File: src/rtl/wb_sdrc_arb_pkg.sv
// Shared types and defaults for the Wishbone-to-SDRAM-controller arbiter.
package wb_sdrc_arb_pkg;

  localparam int unsigned DEF_NUM_M   = 4;
  localparam int unsigned DEF_AW      = 32;
  localparam int unsigned DEF_DW      = 32;
  localparam int unsigned DEF_TMO_CYC = 255;

  // Bus ownership phases: nobody owns, a master owns, one dead cycle after release.
  typedef enum logic [1:0] {
    IDLE = 2'd0,
    OWN  = 2'd1,
    REL  = 2'd2
  } arb_state_t;

  // Width of a master index; at least one bit so a single-master build still has a vector.
  function automatic int unsigned idx_width(input int unsigned n);
    return (n > 1) ? $clog2(n) : 1;
  endfunction

  // Timeout counter width: wide enough to hold TMO_CYC, never narrower than 8 bits.
  function automatic int unsigned tmo_cnt_width(input int unsigned tmo);
    int unsigned w;
    w = $clog2(tmo + 1);
    return (w > 8) ? w : 8;
  endfunction

endpackage

File: src/rtl/wb_rr_pick.sv
// Combinational round-robin picker: one-hot grant plus index of the winner.
module wb_rr_pick
  import wb_sdrc_arb_pkg::*;
#(
  parameter int unsigned NUM_M = DEF_NUM_M,
  parameter int unsigned IW    = idx_width(DEF_NUM_M)
) (
  input  logic [NUM_M-1:0] req,
  input  logic [IW-1:0]    last_owner,
  output logic [NUM_M-1:0] grant_c,
  output logic [IW-1:0]    grant_idx_c
);

  logic        found;
  int unsigned cand;

  // Search starts just after the previous owner and wraps, so the previous owner is tried last.
  always_comb begin
    grant_c     = '0;
    grant_idx_c = '0;
    found       = 1'b0;
    cand        = 0;
    for (int unsigned k = 1; k <= NUM_M; k++) begin
      cand = (32'(last_owner) + k) % NUM_M;
      if (!found && req[IW'(cand)]) begin
        found                = 1'b1;
        grant_c[IW'(cand)]   = 1'b1;
        grant_idx_c          = IW'(cand);
      end
    end
  end

endmodule

File: src/rtl/wb_sdrc_arb.sv
// Round-robin Wishbone arbiter in front of a single SDRAM controller port.
// An owner keeps the bus for as long as it holds m_cyc_i (bursts, read-modify-write),
// a stalled slave is cut off after TMO_CYC strobe cycles with an error to the owner,
// and every hand-over passes through one dead cycle.
module wb_sdrc_arb
  import wb_sdrc_arb_pkg::*;
#(
  parameter int unsigned NUM_M   = DEF_NUM_M,
  parameter int unsigned AW      = DEF_AW,
  parameter int unsigned DW      = DEF_DW,
  parameter int unsigned TMO_CYC = DEF_TMO_CYC
) (
  input  logic                      wb_clk_i,
  input  logic                      wb_rst_i,
  input  logic [NUM_M-1:0]          m_cyc_i,
  input  logic [NUM_M-1:0]          m_stb_i,
  input  logic [NUM_M-1:0]          m_we_i,
  input  logic [NUM_M*AW-1:0]       m_adr_i,
  input  logic [NUM_M*DW-1:0]       m_dat_i,
  input  logic [NUM_M*(DW/8)-1:0]   m_sel_i,
  output logic [NUM_M-1:0]          m_ack_o,
  output logic [NUM_M-1:0]          m_err_o,
  output logic [DW-1:0]             m_dat_o,
  output logic                      s_cyc_o,
  output logic                      s_stb_o,
  output logic                      s_we_o,
  output logic [AW-1:0]             s_adr_o,
  output logic [DW-1:0]             s_dat_o,
  output logic [DW/8-1:0]           s_sel_o,
  input  logic                      s_ack_i,
  input  logic [DW-1:0]             s_dat_i,
  output logic [NUM_M-1:0]          grant_o,
  output logic                      busy_o
);

  localparam int unsigned SW = DW / 8;
  localparam int unsigned IW = idx_width(NUM_M);
  localparam int unsigned CW = tmo_cnt_width(TMO_CYC);

  arb_state_t       state_q;
  arb_state_t       state_d;
  logic [IW-1:0]    owner_q;
  logic [IW-1:0]    last_owner_q;
  logic [CW-1:0]    tmo_cnt_q;
  logic [NUM_M-1:0] pick_grant_c;
  logic [IW-1:0]    pick_idx_c;
  logic             owner_cyc_c;
  logic             tmo_hit_c;
  logic             release_c;

  wb_rr_pick #(
    .NUM_M (NUM_M),
    .IW    (IW)
  ) u_pick (
    .req         (m_cyc_i),
    .last_owner  (last_owner_q),
    .grant_c     (pick_grant_c),
    .grant_idx_c (pick_idx_c)
  );

  // Read data goes to every master; only the owner sees an ack for it.
  assign m_dat_o = s_dat_i;

  // State register.
  always_ff @(posedge wb_clk_i or posedge wb_rst_i) begin
    if (wb_rst_i) state_q <= IDLE;
    else          state_q <= state_d;
  end

  // Next state: arbitrate from IDLE, hold while the owner keeps cyc, one REL cycle on hand-over.
  always_comb begin
    state_d = state_q;
    case (state_q)
      IDLE:    if (|m_cyc_i) state_d = OWN;
      OWN:     if (release_c) state_d = REL;
      REL:     state_d = IDLE;
      default: state_d = IDLE;
    endcase
  end

  // Outputs: slave side muxed from the owner with no added latency, plus release/timeout decode.
  always_comb begin
    s_cyc_o     = 1'b0;
    s_stb_o     = 1'b0;
    s_we_o      = 1'b0;
    s_adr_o     = '0;
    s_dat_o     = '0;
    s_sel_o     = '0;
    m_ack_o     = '0;
    owner_cyc_c = 1'b0;
    tmo_hit_c   = 1'b0;
    release_c   = 1'b0;
    if (state_q == OWN) begin
      s_cyc_o = 1'b1;
      for (int unsigned i = 0; i < NUM_M; i++) begin
        if (grant_o[i]) begin
          s_stb_o     = m_stb_i[i];
          s_we_o      = m_we_i[i];
          s_adr_o     = m_adr_i[i*AW +: AW];
          s_dat_o     = m_dat_i[i*DW +: DW];
          s_sel_o     = m_sel_i[i*SW +: SW];
          owner_cyc_c = m_cyc_i[i];
        end
      end
      m_ack_o   = grant_o & {NUM_M{s_ack_i}};
      // An ack on the last allowed stall cycle still completes the access.
      tmo_hit_c = s_stb_o & ~s_ack_i & (tmo_cnt_q == CW'(TMO_CYC - 1));
      release_c = tmo_hit_c | ~owner_cyc_c;
    end
  end

  // Grant, busy and owner bookkeeping; last_owner seeds the next round-robin search.
  always_ff @(posedge wb_clk_i or posedge wb_rst_i) begin
    if (wb_rst_i) begin
      grant_o      <= '0;
      busy_o       <= 1'b0;
      owner_q      <= '0;
      last_owner_q <= IW'(NUM_M - 1);
    end else begin
      case (state_q)
        IDLE: begin
          if (|m_cyc_i) begin
            grant_o <= pick_grant_c;
            owner_q <= pick_idx_c;
            busy_o  <= 1'b1;
          end
        end
        OWN: begin
          if (release_c) begin
            grant_o      <= '0;
            busy_o       <= 1'b0;
            last_owner_q <= owner_q;
          end
        end
        default: ;
      endcase
    end
  end

  // Stall counter and one-cycle error pulse to the owner on timeout.
  always_ff @(posedge wb_clk_i or posedge wb_rst_i) begin
    if (wb_rst_i) begin
      tmo_cnt_q <= '0;
      m_err_o   <= '0;
    end else begin
      m_err_o <= tmo_hit_c ? grant_o : '0;
      if (!s_stb_o || s_ack_i || tmo_hit_c) tmo_cnt_q <= '0;
      else                                  tmo_cnt_q <= tmo_cnt_q + CW'(1);
    end
  end

endmodule

File: config.mk
export PLATFORM = sky130hd
export DESIGN_NAME = wb_sdrc_arb
export DESIGN_NICKNAME = d
export VERILOG_FILES = /design/src/rtl/wb_sdrc_arb_pkg.sv /design/src/rtl/wb_rr_pick.sv /design/src/rtl/wb_sdrc_arb.sv
export SDC_FILE = /design/constraint.sdc
export NUM_CORES = 1
export LEC_CHECK = 0
export CAP_MARGIN = 20
export CELL_PAD_IN_SITES_DETAIL_PLACEMENT = 1
export CELL_PAD_IN_SITES_GLOBAL_PLACEMENT = 1
export CORE_AREA = 2 2 171 173
export DETAILED_ROUTE_END_ITERATION = 12
export DIE_AREA = 0 0 173 175
export PLACE_DENSITY = 0.69
export SLEW_MARGIN = 40
export SYNTH_ARGS = -nofsm -noshare
export SYNTH_HDL_FRONTEND = slang
export SYNTH_SLANG_ARGS = --single-unit
export TNS_END_PERCENT = 1
File: constraint.sdc
create_clock -name wb_clk_i -period 7.9 [get_ports wb_clk_i]
set_input_delay 2.37 -clock wb_clk_i [delete_from_list [all_inputs] [get_ports wb_clk_i]]
set_output_delay 2.37 -clock wb_clk_i [all_outputs]
set_load 0.005 [all_outputs]
# Word-level counts from Yosys, hierarchy flattened

Cells that the tools add are included.

Reduce and logical (&&, ||, !) cells: 20
Order comparisons: 8
Equal/unequal tests: 4
Muxes and demuxes: 73
Bitwise gates (word level): 9
Add/subtract/negate cells: 5

Operator list:

| kind                                                                         | number |
|---|---|
| 32-bit two-way mux                                                           | 10 |
| 4-bit two-way mux                                                            | 13 |
| 1-bit two-way mux                                                            | 32 |
| 2-bit by 3-bit less-than comparator with 1-bit output, second input constant | 4 |
| 2-bit two-way mux                                                            | 6 |
| 4-bit bitwise OR                                                             | 3 |
| 8-bit by 1-bit adder with 8-bit output, second input constant                | 1 |
| 1-bit binary-select mux with 2-bit select                                    | 4 |
| 1-bit demux with 2-bit select                                                | 4 |
| 8-bit == test, second input constant                                         | 1 |
| 2-bit by 1-bit >= comparator with 1-bit output, second input constant        | 4 |
| 8-bit two-way mux                                                            | 1 |
| 4-bit one-hot mux with 2 select lines                                        | 1 |
| 1-bit logical AND                                                            | 7 |
| 2-bit AND reduction                                                          | 3 |
| 2-bit by 1-bit adder with 2-bit output, second input constant                | 2 |
| 2-bit adder, second input constant                                           | 2 |
| 4-bit AND                                                                    | 1 |
| 1-bit logical NOT                                                            | 4 |
| 2-bit != test, second input constant                                         | 2 |
| 2-bit one-hot mux with 2 select lines                                        | 1 |
| 4-bit OR reduction                                                           | 1 |
| 3-bit AND reduction                                                          | 1 |
| 1-bit AND                                                                    | 2 |
| other kinds (7)                                                              | 9 |

Word-level logic and storage cells: 126
Output and inout bits: 116
Register bits after elaboration: 23
Input bits: 319

# Depth between registers and ports, before layout

Depth in word-level cells: 15
Depth in mapped cells: 9
Gate-level depth less buffers: 7

# Modules after synthesis

Synthesis repeated with hierarchy kept, for this count alone.

Cells, all modules: 607
Area total of the unflattened synthesis: 4129.0 um^2

Modules (own cells, without submodules):

| module      | instances | seq. area each (um^2) | cells an instance | area each (um^2) |
|---|---|---|---|---|
| wb_sdrc_arb | 1         | 578.1                 | 539               | 3583.4 |
| wb_rr_pick  | 1         | 0.0                   | 68                | 545.5 |

# Least setup slack after synthesis

OpenSTA, ideal clock, no wires.

Path kind: in2out
From: input port m_adr_i[32]
To: output port s_adr_o[0]
Required time: 5530 ps
Slack: 2665 ps
Buffers on the path: 0
Arrival: 2865 ps
Stages on the path: 4
Cells stage by stage: a221oi_1 nor3_1 a21oi_1 nor2_1

Longest elaborated chain between the ends: 4

RTL lines:

| item                             | RTL line          | source |
|---|---|---|
| start: declaration               | wb_sdrc_arb.sv:18 | `input logic [NUM_M*AW-1:0] m_adr_i,` |
| 32-bit two-way mux (3 in series) | wb_sdrc_arb.sv:96 | `if (grant_o[i]) begin` |
| 32-bit two-way mux               | wb_sdrc_arb.sv:93 | `if (state_q == OWN) begin` |
| end: declaration                 | wb_sdrc_arb.sv:27 | `output logic [AW-1:0] s_adr_o,` |

No other way between the ends.

# Worst setup path in the final report

From: input port m_adr_i[58]
To: output port s_adr_o[26]

The elaborated chain is that of the path after synthesis.

==> impl_metrics.tcl <==
set metrics [dict create \
    cts_resized 0 \
    finClkSkew_ns 0.00351 \
    syn-cell-area_sq_mm 0.00396 \
    synth.most_common_cell "nor2_1" \
    final.setup.tns_ns 0 \
    pwr-share-seq_pct 13.4 \
    syn_inst 593 \
    drtAntennaViolNets 0 \
    hpwlAfterDp_um 18000 \
    fin_crit_ns 6.59 \
    postCtsSetupRepairBufs 0 \
    comb_power_share_pct 81.8 \
    power_density_mw_per_mm2 291 \
    hold_path.class "reg2reg" \
    yosys.cell_types.count 43 \
    synth_compound_area_share_pct 30.7 \
    core_area_sq_mm 0.0284 \
    drc 0 \
    tightest_slew_ns 0.622 \
    ctsHoldBuffers 0 \
    layout.nets 1210 \
    synth-async-reset-ratio_pct 100 \
    p_leak_uw 0.00276 \
    yosys_most_used_dff "dfrtp_1" \
    outcome "finished clean" \
    rr_worst_depth 7 \
    fp.dieH_um 175 \
    grt_pass1_vias 5842 \
    clockRootBuffer "clkbuf_16" \
    wl_um 22800 \
    fill_cells 3439 \
    dieArea_sq_mm 0.0303 \
    synth_seq_cells 23 \
    tritoncts "built" \
    synth_area_leaders "a221oi_1 (16%), dfrtp_1 (13%), nor2b_1 (12%)" \
    antenna_found_initial 2 \
    post-route-cell-area_sq_mm 0.00782 \
    worstPathRequired_ns 5.53 \
    yosysWarnings 0 \
    p_int_uw 1160 \
    synth_top_area_share_pct 16.4 \
    fmax_mhz 152 \
    synth_common_cells "nor2_1 (80), a21oi_1 (74), a221oi_1 (74)" \
    initial_core_util_pct 14.0 \
    syn-num-nets 922 \
    use_met2_pct 25.0 \
    worst_slack_ns 1.31 \
    clkLatencyLatePin_ns 0.25 \
    placed_area_sq_mm 0.00774 \
    dp_slack_ns 1.21 \
    ys_seq_area_share_pct 14.6 \
    synthAdderAreaFrac_pct 3.16 \
    max_slew_margin_pct 58.1 \
    met3_usage_pct 3.44 \
    end_kind "output pin" \
    clkTransAtPathRegs_ns 0.06 \
    p_clk_share_pct 4.8 \
    drv_cap 0 \
    path_class "in2out" \
    final_layout_size_suffix_gt1_share_pct 3.30 \
    synth-simple-area-share_pct 34.7 \
    wl_per_cell_um 18.1 \
    via_per_inst 4.49 \
    num_vias 5680 \
    drt_iter0_drc 217 \
    switching_share_pct 48.9 \
    power_switching_uw 1110 \
    io_buffers 370 \
    cts_inserted_buffers 3 \
    avgSynthCellArea_sq_um 6.68 \
    hold_depth 1 \
    cts_max_level 1 \
    grt.total_usage_pct 14.1 \
    synth_top_area_cell "a221oi_1" \
    finalHoldViolations 0 \
    synth.area.mux_share_pct 2.08 \
    grt_setup_unrepaired "no" \
    use_met1_pct 17.5 \
    ios 435 \
    clock_tree.buffer_depth 2 \
    critPathMaxFanout 1 \
    cts_sinks 23 \
    gp_congestion 0.817 \
    grt_first_pass_wirelength_um 34100 \
    synthToLayoutAreaGrowth_pct 97.4 \
    synth_enable_flop_cells 0 \
    start_kind "primary input" \
    setup_viol 0 \
    slew_viol_final 0 \
    grt_max_degree 62 \
    synth_top_family_by_area "simple AND/OR/NAND/NOR gates" \
    grt_overflow 0 \
    busiest_layer "met2" \
    synthXorXnorAreaFrac_pct 1.33 \
    holdWs_ns 0.486 \
    die_w_um 173 \
    cp.arrival_ns 4.22 \
    post-route-period-util_pct 83.4 \
    ir_drop_uv 195 \
    drt_pass1_iterations 4 \
    core.rowCount 62 \
]
[state kept, by name, indices dropped and copies added, names as in the netlist]
signal        count
tmo_cnt_q         8
grant_o           4
m_err_o           4
last_owner_q      2
owner_q           2
state_q           2
busy_o            1
[worst paths after layout]
| path | startpoint | endpoint | slack [ns] |
|---|---|---|---|
| setup / recovery | m_adr_i[58] | s_adr_o[26] | 1.31 |
| hold / removal | busy_o$_DFFE_PP0P_ | busy_o$_DFFE_PP0P_ | 0.49 |
| setup reg to reg | last_owner_q[0]$_DFFE_PP1P_ | grant_o[3]$_DFFE_PP0P_ | 5.16 |
| hold reg to reg | busy_o$_DFFE_PP0P_ | busy_o$_DFFE_PP0P_ | 0.49 |
| max in group asynchronous | wb_rst_i | grant_o[2]$_DFFE_PP0P_ | 5.05 |
| min in group asynchronous | wb_rst_i | busy_o$_DFFE_PP0P_ | 2.47 |
[metal layers]
metal | wire length, um | share of wire, %
met4 | 309 | 1.4
met2 | 11100 | 48
met5 | 13 | 0.057
met1 | 9840 | 43
met3 | 1630 | 7.1
[worst max-delay path, stage by stage]
cell and delay, ns:
clkdlybuf4s50_1 0.41, a221oi_1 0.51, nor3_1 0.11, a21oi_1 0.25, nor2_1 0.09, clkdlybuf4s50_1 0.49
[metrics by stage]
step,std cells,total power [uW],utilization (%)
CTS,1264,2320,27.5
floorplan,593,1310,-
global placement,1259,2150,27.2
finish,1265,2270,27.5
global route,1265,2500,27.5
detailed placement,1260,2200,27.3
[area by class of cell]
class	count	area (sq um)	area share [%]
Antenna cell	1	2.50	0.0320
Timing Repair Buffer	378	3780	48.3
Multi-Input combinational cell	468	2870	36.7
Clock buffer	4	78.8	1.01
Tap cell	384	480	6.14
Sequential cell	23	589	7.53
Inverter	7	26.3	0.336
[kinds of logic after synthesis]
group	count (synthesis)
multiplexers	7
AND/OR/NAND/NOR	268
AO/OA/AOI/OAI	177
XOR/XNOR	6
flip-flops	23
buffers and inverters	102
adder cells (fa/ha/maj)	10
[power by group through the flow]
stage                     logic (uW)  registers (uW)  clock network, uW
after detailed placement        1880             315                  0
after global routing            2060             326                117
after floorplan                 1130             180                  0
after global placement          1840             311                  0
after CTS                       1890             313                112
final                           1860             305                109
[placed cells by master, fill, tap and decap left out, types with 4 or more instances in the layout]
cell type and n:
a21oi_1 74, a221oi_1 74, a22oi_1 4, a31oi_1 4, and2_1 5, and3_1 5
buf_4 7, clkdlybuf4s50_1 370, dfrtp_1 18, ha_1 10, inv_1 6, nand2_1 12
nand3_1 5, nor2_1 80, nor2b_1 72, nor3_1 72, o21ai_0 8, xor2_1 5
(Power assumes the default switching activity.)
